===== src/rtl/sdram_pkg.sv =====
`default_nettype none
// ============================================================================
// Module   : sdram_pkg
// Brief    : Shared SDRAM command encodings and refresh FSM state type.
// Revision : 1.0 - initial release
// ============================================================================
package sdram_pkg;

    // {cs_n, ras_n, cas_n, we_n}
    localparam logic [3:0] CMD_NOP  = 4'b0111;
    localparam logic [3:0] CMD_PRE  = 4'b0010;
    localparam logic [3:0] CMD_AREF = 4'b0001;
    localparam logic [3:0] CMD_MRS  = 4'b0000;
    localparam logic [3:0] CMD_ACT  = 4'b0011;
    localparam logic [3:0] CMD_RD   = 4'b0101;
    localparam logic [3:0] CMD_WR   = 4'b0100;

    localparam int PALL_BIT = 10;

    typedef enum logic [2:0] {
        ST_IDLE      = 3'd0,
        ST_PRE       = 3'd1,
        ST_PRE_WAIT  = 3'd2,
        ST_AREF      = 3'd3,
        ST_AREF_WAIT = 3'd4,
        ST_DONE      = 3'd5
    } ref_state_t;

endpackage
`default_nettype wire


===== src/rtl/sdram_ref_timer.sv =====
`default_nettype none
// ============================================================================
// Module   : sdram_ref_timer
// Brief    : Refresh interval counter and saturating postponed-refresh debt.
// Revision : 1.0 - initial release
// ============================================================================
module sdram_ref_timer
    import sdram_pkg::*;
#(
    parameter int REF_INTERVAL  = 390,
    parameter int MAX_DEBT      = 8,
    parameter int URGENT_THRESH = 4,
    parameter int DEBT_W        = $clog2(MAX_DEBT + 1)
) (
    input  logic              clk,
    input  logic              rst,
    input  logic              i_init_end,
    input  logic              i_aref_issued,
    output logic [DEBT_W-1:0] o_debt,
    output logic [DEBT_W-1:0] o_debt_next,
    output logic              o_urgent,
    output logic              o_overflow
);

    localparam int                CNT_W      = $clog2(REF_INTERVAL);
    localparam logic [CNT_W-1:0]  C_CNT_LAST = CNT_W'(REF_INTERVAL - 1);
    localparam logic [DEBT_W-1:0] C_DEBT_MAX = DEBT_W'(MAX_DEBT);
    localparam logic [DEBT_W-1:0] C_URGENT   = DEBT_W'(URGENT_THRESH);

    logic [CNT_W-1:0]  cnt_q, cnt_d;
    logic [DEBT_W-1:0] debt_q, debt_d;
    logic              urgent_q, urgent_d;
    logic              overflow_q, overflow_d;
    logic              w_tick;

    always_comb begin
        w_tick     = i_init_end && (cnt_q == C_CNT_LAST);
        cnt_d      = '0;
        debt_d     = debt_q;
        overflow_d = 1'b0;

        if (i_init_end && !w_tick) begin
            cnt_d = cnt_q + 1'b1;
        end

        // A tick and an AREF in the same cycle cancel each other out.
        if (w_tick && !i_aref_issued) begin
            if (debt_q == C_DEBT_MAX) begin
                overflow_d = 1'b1;
            end else begin
                debt_d = debt_q + 1'b1;
            end
        end else if (!w_tick && i_aref_issued && (debt_q != '0)) begin
            debt_d = debt_q - 1'b1;
        end

        urgent_d = (debt_d >= C_URGENT);
    end

    always_ff @(posedge clk or posedge rst) begin
        if (rst) begin
            cnt_q      <= '0;
            debt_q     <= '0;
            urgent_q   <= 1'b0;
            overflow_q <= 1'b0;
        end else begin
            cnt_q      <= cnt_d;
            debt_q     <= debt_d;
            urgent_q   <= urgent_d;
            overflow_q <= overflow_d;
        end
    end

    assign o_debt      = debt_q;
    assign o_debt_next = debt_d;
    assign o_urgent    = urgent_q;
    assign o_overflow  = overflow_q;

endmodule
`default_nettype wire


===== src/rtl/sdram_aref_ctrl.sv =====
`default_nettype none
// ============================================================================
// Module   : sdram_aref_ctrl
// Brief    : SDRAM auto-refresh engine: debt tracking, arbiter request and
//            PRE-ALL + AREF burst sequencing with tRP/tRFC spacing.
// Revision : 1.0 - initial release
// ============================================================================
module sdram_aref_ctrl
    import sdram_pkg::*;
#(
    parameter int REF_INTERVAL  = 390,
    parameter int AREF_PER_REQ  = 1,
    parameter int MAX_DEBT      = 8,
    parameter int URGENT_THRESH = 4,
    parameter int T_RP          = 2,
    parameter int T_RFC         = 7,
    parameter int PRE_EN        = 1,
    parameter int ADDR_W        = 13,
    parameter int DEBT_W        = $clog2(MAX_DEBT + 1)
) (
    input  logic              sclk,
    input  logic              reset,
    input  logic              flag_init_end,
    input  logic              ref_en,
    output logic              ref_req,
    output logic              ref_urgent,
    output logic              flag_ref_end,
    output logic [3:0]        aref_cmd,
    output logic [ADDR_W-1:0] sdram_addr,
    output logic [DEBT_W-1:0] ref_debt,
    output logic              ref_overflow
);

    localparam int                WAIT_MAX    = (T_RP > T_RFC) ? T_RP : T_RFC;
    localparam int                WAIT_W      = $clog2(WAIT_MAX + 1);
    localparam logic [WAIT_W-1:0] C_RP_LOAD   = WAIT_W'(T_RP - 1);
    localparam logic [WAIT_W-1:0] C_RFC_LOAD  = WAIT_W'(T_RFC - 1);
    localparam logic [DEBT_W-1:0] C_PER_REQ   = DEBT_W'(AREF_PER_REQ);
    localparam logic [ADDR_W-1:0] C_ADDR_PALL = ADDR_W'(1 << PALL_BIT);
    localparam ref_state_t        C_FIRST_ST  = (PRE_EN != 0) ? ST_PRE : ST_AREF;

    ref_state_t        state_q, state_d;
    logic [WAIT_W-1:0] wait_q, wait_d;
    logic [DEBT_W-1:0] burst_n_q, burst_n_d;
    logic [DEBT_W-1:0] aref_cnt_q, aref_cnt_d;
    logic [3:0]        cmd_q, cmd_d;
    logic [ADDR_W-1:0] addr_q, addr_d;
    logic              req_q, req_d;
    logic              end_q, end_d;

    logic              w_aref_issued;
    logic [DEBT_W-1:0] w_debt;
    logic [DEBT_W-1:0] w_debt_next;

    assign w_aref_issued = (state_q == ST_AREF);

    sdram_ref_timer #(
        .REF_INTERVAL  (REF_INTERVAL),
        .MAX_DEBT      (MAX_DEBT),
        .URGENT_THRESH (URGENT_THRESH),
        .DEBT_W        (DEBT_W)
    ) u_timer (
        .clk           (sclk),
        .rst           (reset),
        .i_init_end    (flag_init_end),
        .i_aref_issued (w_aref_issued),
        .o_debt        (w_debt),
        .o_debt_next   (w_debt_next),
        .o_urgent      (ref_urgent),
        .o_overflow    (ref_overflow)
    );

    always_comb begin
        state_d    = state_q;
        wait_d     = wait_q;
        burst_n_d  = burst_n_q;
        aref_cnt_d = aref_cnt_q;

        case (state_q)
            ST_IDLE: begin
                // req_q already implies IDLE, init done and a non-zero debt.
                if (ref_en && req_q) begin
                    burst_n_d  = (w_debt > C_PER_REQ) ? C_PER_REQ : w_debt;
                    aref_cnt_d = '0;
                    state_d    = C_FIRST_ST;
                end
            end
            ST_PRE: begin
                wait_d  = C_RP_LOAD;
                state_d = ST_PRE_WAIT;
            end
            ST_PRE_WAIT: begin
                if (wait_q == '0) begin
                    state_d = ST_AREF;
                end else begin
                    wait_d = wait_q - 1'b1;
                end
            end
            ST_AREF: begin
                aref_cnt_d = aref_cnt_q + 1'b1;
                wait_d     = C_RFC_LOAD;
                state_d    = ST_AREF_WAIT;
            end
            ST_AREF_WAIT: begin
                if (wait_q == '0) begin
                    state_d = (aref_cnt_q < burst_n_q) ? ST_AREF : ST_DONE;
                end else begin
                    wait_d = wait_q - 1'b1;
                end
            end
            ST_DONE: begin
                state_d = ST_IDLE;
            end
            default: begin
                state_d = ST_IDLE;
            end
        endcase

        // Outputs are decoded from the next state so they register in step
        // with the state they describe.
        case (state_d)
            ST_PRE:  cmd_d = CMD_PRE;
            ST_AREF: cmd_d = CMD_AREF;
            default: cmd_d = CMD_NOP;
        endcase
        addr_d = (state_d == ST_PRE) ? C_ADDR_PALL : '0;
        end_d  = (state_d == ST_DONE);
        req_d  = (w_debt_next != '0) && (state_d == ST_IDLE) && flag_init_end;
    end

    always_ff @(posedge sclk or posedge reset) begin
        if (reset) begin
            state_q    <= ST_IDLE;
            wait_q     <= '0;
            burst_n_q  <= '0;
            aref_cnt_q <= '0;
            cmd_q      <= CMD_NOP;
            addr_q     <= '0;
            req_q      <= 1'b0;
            end_q      <= 1'b0;
        end else begin
            state_q    <= state_d;
            wait_q     <= wait_d;
            burst_n_q  <= burst_n_d;
            aref_cnt_q <= aref_cnt_d;
            cmd_q      <= cmd_d;
            addr_q     <= addr_d;
            req_q      <= req_d;
            end_q      <= end_d;
        end
    end

    assign ref_req      = req_q;
    assign flag_ref_end = end_q;
    assign aref_cmd     = cmd_q;
    assign sdram_addr   = addr_q;
    assign ref_debt     = w_debt;

endmodule
`default_nettype wire

===== config.mk =====
export PLATFORM = sky130hd
export DESIGN_NAME = sdram_aref_ctrl
export DESIGN_NICKNAME = d
export VERILOG_FILES = /design/src/rtl/sdram_pkg.sv /design/src/rtl/sdram_ref_timer.sv /design/src/rtl/sdram_aref_ctrl.sv
export SDC_FILE = /design/constraint.sdc
export NUM_CORES = 1
export LEC_CHECK = 0
export BUFFER_PORTS_ARGS = -buffer_cell sky130_fd_sc_hd__buf_4
export CAP_MARGIN = 20
export CORE_ASPECT_RATIO = 0.9
export CORE_MARGIN = 8
export CORE_UTILIZATION = 57
export DETAILED_ROUTE_END_ITERATION = 10
export PLACE_DENSITY_LB_ADDON = 0.05
export SLEW_MARGIN = 20
export SYNTH_ARGS = -nofsm -noshare
export SYNTH_HDL_FRONTEND = slang
export SYNTH_SLANG_ARGS = --single-unit

===== constraint.sdc =====
create_clock -name sclk -period 3.07 [get_ports sclk]
set_input_delay 0.307 -clock sclk [delete_from_list [all_inputs] [get_ports sclk]]
set_output_delay 0.307 -clock sclk [all_outputs]
set_load 0.005 [all_outputs]

=== Word-level counts from Yosys, hierarchy flattened ===
Index checks and enable logic that the tools add are counted.

* Add/subtract/negate cells: 5
* Order comparisons: 3
* Eq/ne operators: 11
* Multiplexer cells: 18
* Reduce and logical (&&, ||, !) cells: 21

{| class="wikitable"
|+ Operator list
! kind !! count
|-
| $mux 4 || 5
|-
| $mux 3 || 5
|-
| $pmux 3 s5 || 1
|-
| $mux 11 || 1
|-
| $add 9x1->9 const B || 1
|-
| $eq 3x2->1 const B || 3
|-
| $eq 9x9->1 const B || 1
|-
| $logic_not 3->1 || 3
|-
| $mux 9 || 1
|-
| $pmux 3 s3 || 1
|-
| $add 4x1->4 const B || 2
|-
| $logic_and 1x1->1 || 8
|-
| $pmux 4 s2 || 1
|-
| $reduce_bool 4->1 || 2
|-
| $eq 3x1->1 const B || 2
|-
| $eq 3x3->1 const B || 2
|-
| $pmux 3 s2 || 1
|-
| $reduce_and 2->1 || 3
|-
| $eq 4x4->1 const B || 1
|-
| $ge 4x3->1 const B || 1
|-
| $gt 4x1->1 const B || 1
|-
| $lt 4x4->1 || 1
|-
| $ne 2x2->1 const B || 2
|-
| $sub 4x1->4 const B || 1
|-
| 6 further kinds || 8
|}

* Register bits after elaboration: 46
* Bits of input ports: 4
* Word-level logic and storage cells: 70

=== Logic depth before layout (Yosys ltp) ===
* Depth after elaboration: 10
* Mapped depth: 9
* Mapped depth without buffers: 8

=== Hierarchy ===
A second synthesis with hierarchy kept.

* Cells, all modules: 207
* Area, all modules: 1990.7 um^2

{| class="wikitable"
|+ By module, submodules not included
! module !! times used !! cells an instance !! area an instance (um^2)
|-
| sdram_aref_ctrl || 1 || 120 || 1136.1
|-
| sdram_ref_timer || 1 || 87 || 854.6
|}

=== Least setup slack after synthesis ===
OpenSTA, ideal clock, no wires.

* Kind: register to register
* Start: reg u_timer.cnt_q[1]
* End: reg req_q (netlist: ref_req)
* Arrival: 2.047 ns
* Required time: 2.948 ns
* Path slack: 0.901 ns
* Cell stages (with the launch flop): 8
* Buffers on the path: 0
* Cell sequence: dfrtp_1 inv_1 ha_1 or4b_4 or4_4 a31oi_2 nand2b_2 o2111a_1

* Cells in the longest elaborated chain, start to end: 10

{| class="wikitable"
|+ RTL lines
! element !! RTL line !! text
|-
| start: declaration || sdram_ref_timer.sv:30 || <nowiki>logic [CNT_W-1:0] cnt_q, cnt_d;</nowiki>
|-
| start signal: assignment || sdram_ref_timer.sv:67 || <nowiki>cnt_q <= cnt_d;</nowiki>
|-
| $eq 9x9->1 (*) || sdram_ref_timer.sv:37 || <nowiki>w_tick = i_init_end && (cnt_q == C_CNT_LAST);</nowiki>
|-
| $logic_and 1x1->1 (*) || sdram_ref_timer.sv:37 ||
|-
| $logic_not 1->1 || sdram_ref_timer.sv:53 || <nowiki>end else if (!w_tick && i_aref_issued && (debt_q != '0)) begin</nowiki>
|-
| $logic_and 1x1->1 (2 in a row) || sdram_ref_timer.sv:53 ||
|-
| $mux 4 || sdram_ref_timer.sv:53 ||
|-
| $mux 4 (*) || sdram_ref_timer.sv:47 || <nowiki>if (w_tick && !i_aref_issued) begin</nowiki>
|-
| $reduce_bool 4->1 (*) || sdram_aref_ctrl.sv:128 || <nowiki>req_d = (w_debt_next != '0) && (state_d == ST_IDLE) && flag_init_end;</nowiki>
|-
| $logic_and 1x1->1 (*) (2 in a row) || sdram_aref_ctrl.sv:128 ||
|-
| via req_d || sdram_aref_ctrl.sv:48 || <nowiki>logic req_q, req_d;</nowiki>
|-
| end signal: assignment || sdram_aref_ctrl.sv:148 || <nowiki>req_q <= req_d;</nowiki>
|-
| end: declaration || sdram_aref_ctrl.sv:48 ||
|}

The timed path passes the listed nets; every way through them passes the cells marked *.
A chain may end at the register's enable or synchronous reset.

=== Final worst setup path ===
* Start: reg u_timer.cnt_q[1]
* End: reg req_q (netlist: ref_req)

* Cells in the longest elaborated chain, start to end: 10

{| class="wikitable"
|+ RTL lines
! element !! RTL line !! text
|-
| $eq 9x9->1 (*) || sdram_ref_timer.sv:37 ||
|-
| $logic_and 1x1->1 (*) || sdram_ref_timer.sv:37 ||
|-
| $logic_not 1->1 || sdram_ref_timer.sv:53 ||
|-
| $logic_and 1x1->1 (2 in a row) || sdram_ref_timer.sv:53 ||
|-
| $mux 4 || sdram_ref_timer.sv:53 ||
|-
| $mux 4 (*) || sdram_ref_timer.sv:47 ||
|-
| via u_timer.o_debt_next[2] || sdram_ref_timer.sv:20 || <nowiki>output logic [DEBT_W-1:0] o_debt_next,</nowiki>
|-
| $reduce_bool 4->1 (*) || sdram_aref_ctrl.sv:128 ||
|-
| $logic_and 1x1->1 (*) (2 in a row) || sdram_aref_ctrl.sv:128 ||
|-
| via req_d || sdram_aref_ctrl.sv:48 ||
|}

Marked as above.

==> key figures <==
CTS
  • Longest Clk Path Bufs: 2
  • Worst skew pair latency: 0.29 ns
  • Clock Sinks: 35
  • Hold Buf Count CTS: 0
  • CTS tree: yes
  • Setup Buffers After CTS: 0
  • CTS clk-pin slew, worst paths: 0.07 ns
  • CTS Buf Count: 5
  • PostCTS Resize Cnt: 0
  • Clock Tree Root: clkbuf_8
  • H-tree levels: 2

Logic synthesis
  • Post-Syn Area: 2020 um2
  • Sequential area share after synthesis: 0.434
  • Post-synth top flop: dfrtp_1
  • Post-synth EDFFs: 0
  • Synth Instances: 218
  • Ys Warns: 0
  • Synthesized flop and latch total: 35
  • Ys async rst share: 1.00
  • Yosys cell types: 46
  • Mean Syn Cell Area: 9.29 um2

Drt
  • Vias: 1537
  • Wire per inst: 14.1 um
  • Routed WL: 3.92 mm
  • Residual DRC: 0
  • Final ANT Viol Nets: 0
  • 1st-iter DRT viols: 83
  • First drt pass iteration count: 4
  • Drt via density: 5.53

Setup path
  • Crit path max fanout: 5
  • Critical path type: register to register
  • Crit end category: register
  • Worst EP arrival: 2.54 ns
  • Setup crit start kind: register
  • R2R depth: 8
  • Worst path required time: 3.30 ns

STA
  • Final hold slack: 0.117 ns
  • RSZ-0062 raised after global routing: no
  • Max Clock Freq: 432 MHz
  • Setup Skew: 0.00760 ns
  • Min Tclk post-route: 2.31 ns
  • Slew Limit Fails: 0
  • Fin crit share: 0.753
  • Worst Tran Pin Value: 0.630 ns
  • Setup TNS: 0 ns
  • # setup viols final: 0
  • Slew Limit Headroom: 0.574
  • Final hold vios: 0

Floorplanning
  • Core area: 3380 um2
  • IO Count: 29
  • Die X: 78.8 um
  • Initial Util: 0.599
  • FP Rows: 20
  • Die area: 5720 um2
  • Chip height: 72.5 um

Flow run
  • Max Cap Viol: 0

Power and ir drop
  • Leak Pwr: 0.00102 uW
  • Switching portion of total power: 0.310
  • Pwr dens: 524 nW/um2
  • Clock share of power: 0.293
  • VDD IR max: 0.414 mV
  • Overall power after layout: 1160 uW
  • Sw Pwr: 359 uW
  • Comb pwr share: 0.217
  • Pint: 799 uW
  • Reg power frac: 0.490

Layout
  • Final core occ: 0.654
  • Syn-to-layout area delta: 9.21%
  • Nets: 248
  • Layout cell share with drive strength beyond 1: 0.137
  • Post-layout instance area: 2210 um2
  • ANT cells: 0

Placement
  • DP HPWL: 2.93 mm
  • Placement Cell Area: 2120 um2
  • Number of port buffers: 15
  • Final RePlAce weighted congestion: 0.824

Outcome
  • Outcome: complete, no violations

Global route
  • Antenna violations before repair: 0
  • Vias in the first global route: 1526
  • Congestion Overflow GR: 0
  • Largest net degree at the start of global routing: 36
  • First-pass GRT wire length: 6.89 mm
  • GRT Util Overall: 0.149

Min path
  • Type of the most critical hold path: input port to asynchronous set/reset pin
metrics by stage:
stage | cells | setup WS (ns)
floorplan | 230 | 0.901
global placement | 270 | 0.865
detailed placement | 270 | 0.783
CTS | 278 | 0.764
global route | 278 | 0.588
finish | 278 | 0.757
final cells by class:
type	instances	area [um2]
clock buffer	7	86.3
clock inverter	1	5.00
fill	287	1170
inverter	17	63.8
multi-input combinational	158	1000
sequential	35	880
tap	44	55.1
timing repair buffer	16	120
power by group through the flow:
stage	clock network, uW	logic (uW)	registers (uW)
4_1_cts	350	252	567
6_report	339	252	567
3_3_place_gp	0	247	573
3_5_place_dp	0	249	575
2_1_floorplan	0	200	543
5_1_grt	364	285	576
registers in the layout, indices dropped and copies added, names as in the netlist:
register and cells:
wait_q 3, aref_cmd 3, burst_n_q 4, u_timer.o_urgent 1, u_timer.o_overflow 1, aref_cnt_q 4
u_timer.o_debt 4, u_timer.cnt_q 9, ref_req 1, flag_ref_end 1, sdram_addr 1, state_q 3
Yosys cell counts (2+ instances only):
library cell	instances	area, um2
xor2_1	5	43.8
a21oi_1	4	20.0
nand3_1	15	75.1
a21o_1	2	15.0
dfstp_2	3	78.8
ha_1	11	138
nor2_1	23	86.3
nand3b_1	2	15.0
o22ai_1	2	12.5
a31oi_1	2	12.5
xnor2_1	8	70.1
o31ai_1	3	22.5
inv_1	17	63.8
a211oi_1	3	22.5
nand2_1	17	63.8
o311ai_0	2	17.5
dfrtp_1	32	801
clkbuf_1	6	22.5
nor3_1	2	10.0
o21ai_0	14	70.1
nand2b_1	4	25.0
nand4_1	5	31.3
buf_4	13	97.6
path summary, 6_finish.rpt:
kind                                       startpoint                    endpoint  slack, ns
max in group asynchronous                       reset       aref_cmd[1]$_DFF_PP1_       2.61
min reg2reg                  burst_n_q[1]$_DFFE_PP0P_    burst_n_q[1]$_DFFE_PP0P_       0.48
max                        u_timer.cnt_q[1]$_DFF_PP0_           ref_req$_DFF_PP0_       0.76
max reg2reg                u_timer.cnt_q[1]$_DFF_PP0_           ref_req$_DFF_PP0_       0.76
min                                             reset  u_timer.cnt_q[7]$_DFF_PP0_       0.12
min in group sclk                       flag_init_end           ref_req$_DFF_PP0_       0.31
layout by cell type, fill, tap and decap left out, types with 2 or more instances in the layout:
| cell type | instances |
|---|---|
| a211oi_1 | 3 |
| a21o_1 | 2 |
| a21oi_1 | 4 |
| a31oi_1 | 2 |
| buf_4 | 16 |
| clkbuf_8 | 6 |
| conb_1 | 13 |
| dfrtp_1 | 32 |
| dfstp_2 | 3 |
| ha_1 | 11 |
| inv_1 | 17 |
| nand2_1 | 17 |
| nand2b_1 | 4 |
| nand3_1 | 15 |
| nand3b_1 | 2 |
| nand4_1 | 5 |
| nor2_1 | 23 |
| nor3_1 | 2 |
| o21ai_0 | 14 |
| o22ai_1 | 2 |
| o311ai_0 | 2 |
| o31ai_1 | 3 |
| xnor2_1 | 8 |
| xor2_1 | 5 |
layer usage:
layer	global-route usage	wire length (um)	vias to the layer above
met1	0.173	1710	724
met2	0.252	1920	45
li1	-	-	762
met4	0.0554	47	0
met3	0.0457	244	6
met5	0	0	-
worst max-delay path, cell delays in order, from the launching register on:
cell	delay (ns)
dfrtp_1	0.40
inv_1	0.07
ha_1	0.15
nor4b_1	0.53
nand4_1	0.30
o22a_1	0.27
o221ai_2	0.19
nand2b_2	0.16
o2111a_1	0.20
kinds of logic (layout without fill, tap and decap cells):
kind of cell,after synthesis,in the layout,share of synthesized area
flops,35,35,0.434
fa+ha+maj,11,11,0.0680
other cells,1,13,0.00185
simple gates,79,79,0.201
compound gates,42,42,0.145
xor+xnor,13,13,0.0562
buf+inv,37,41,0.0933
Note: power is estimated with default switching activity, not from simulation.
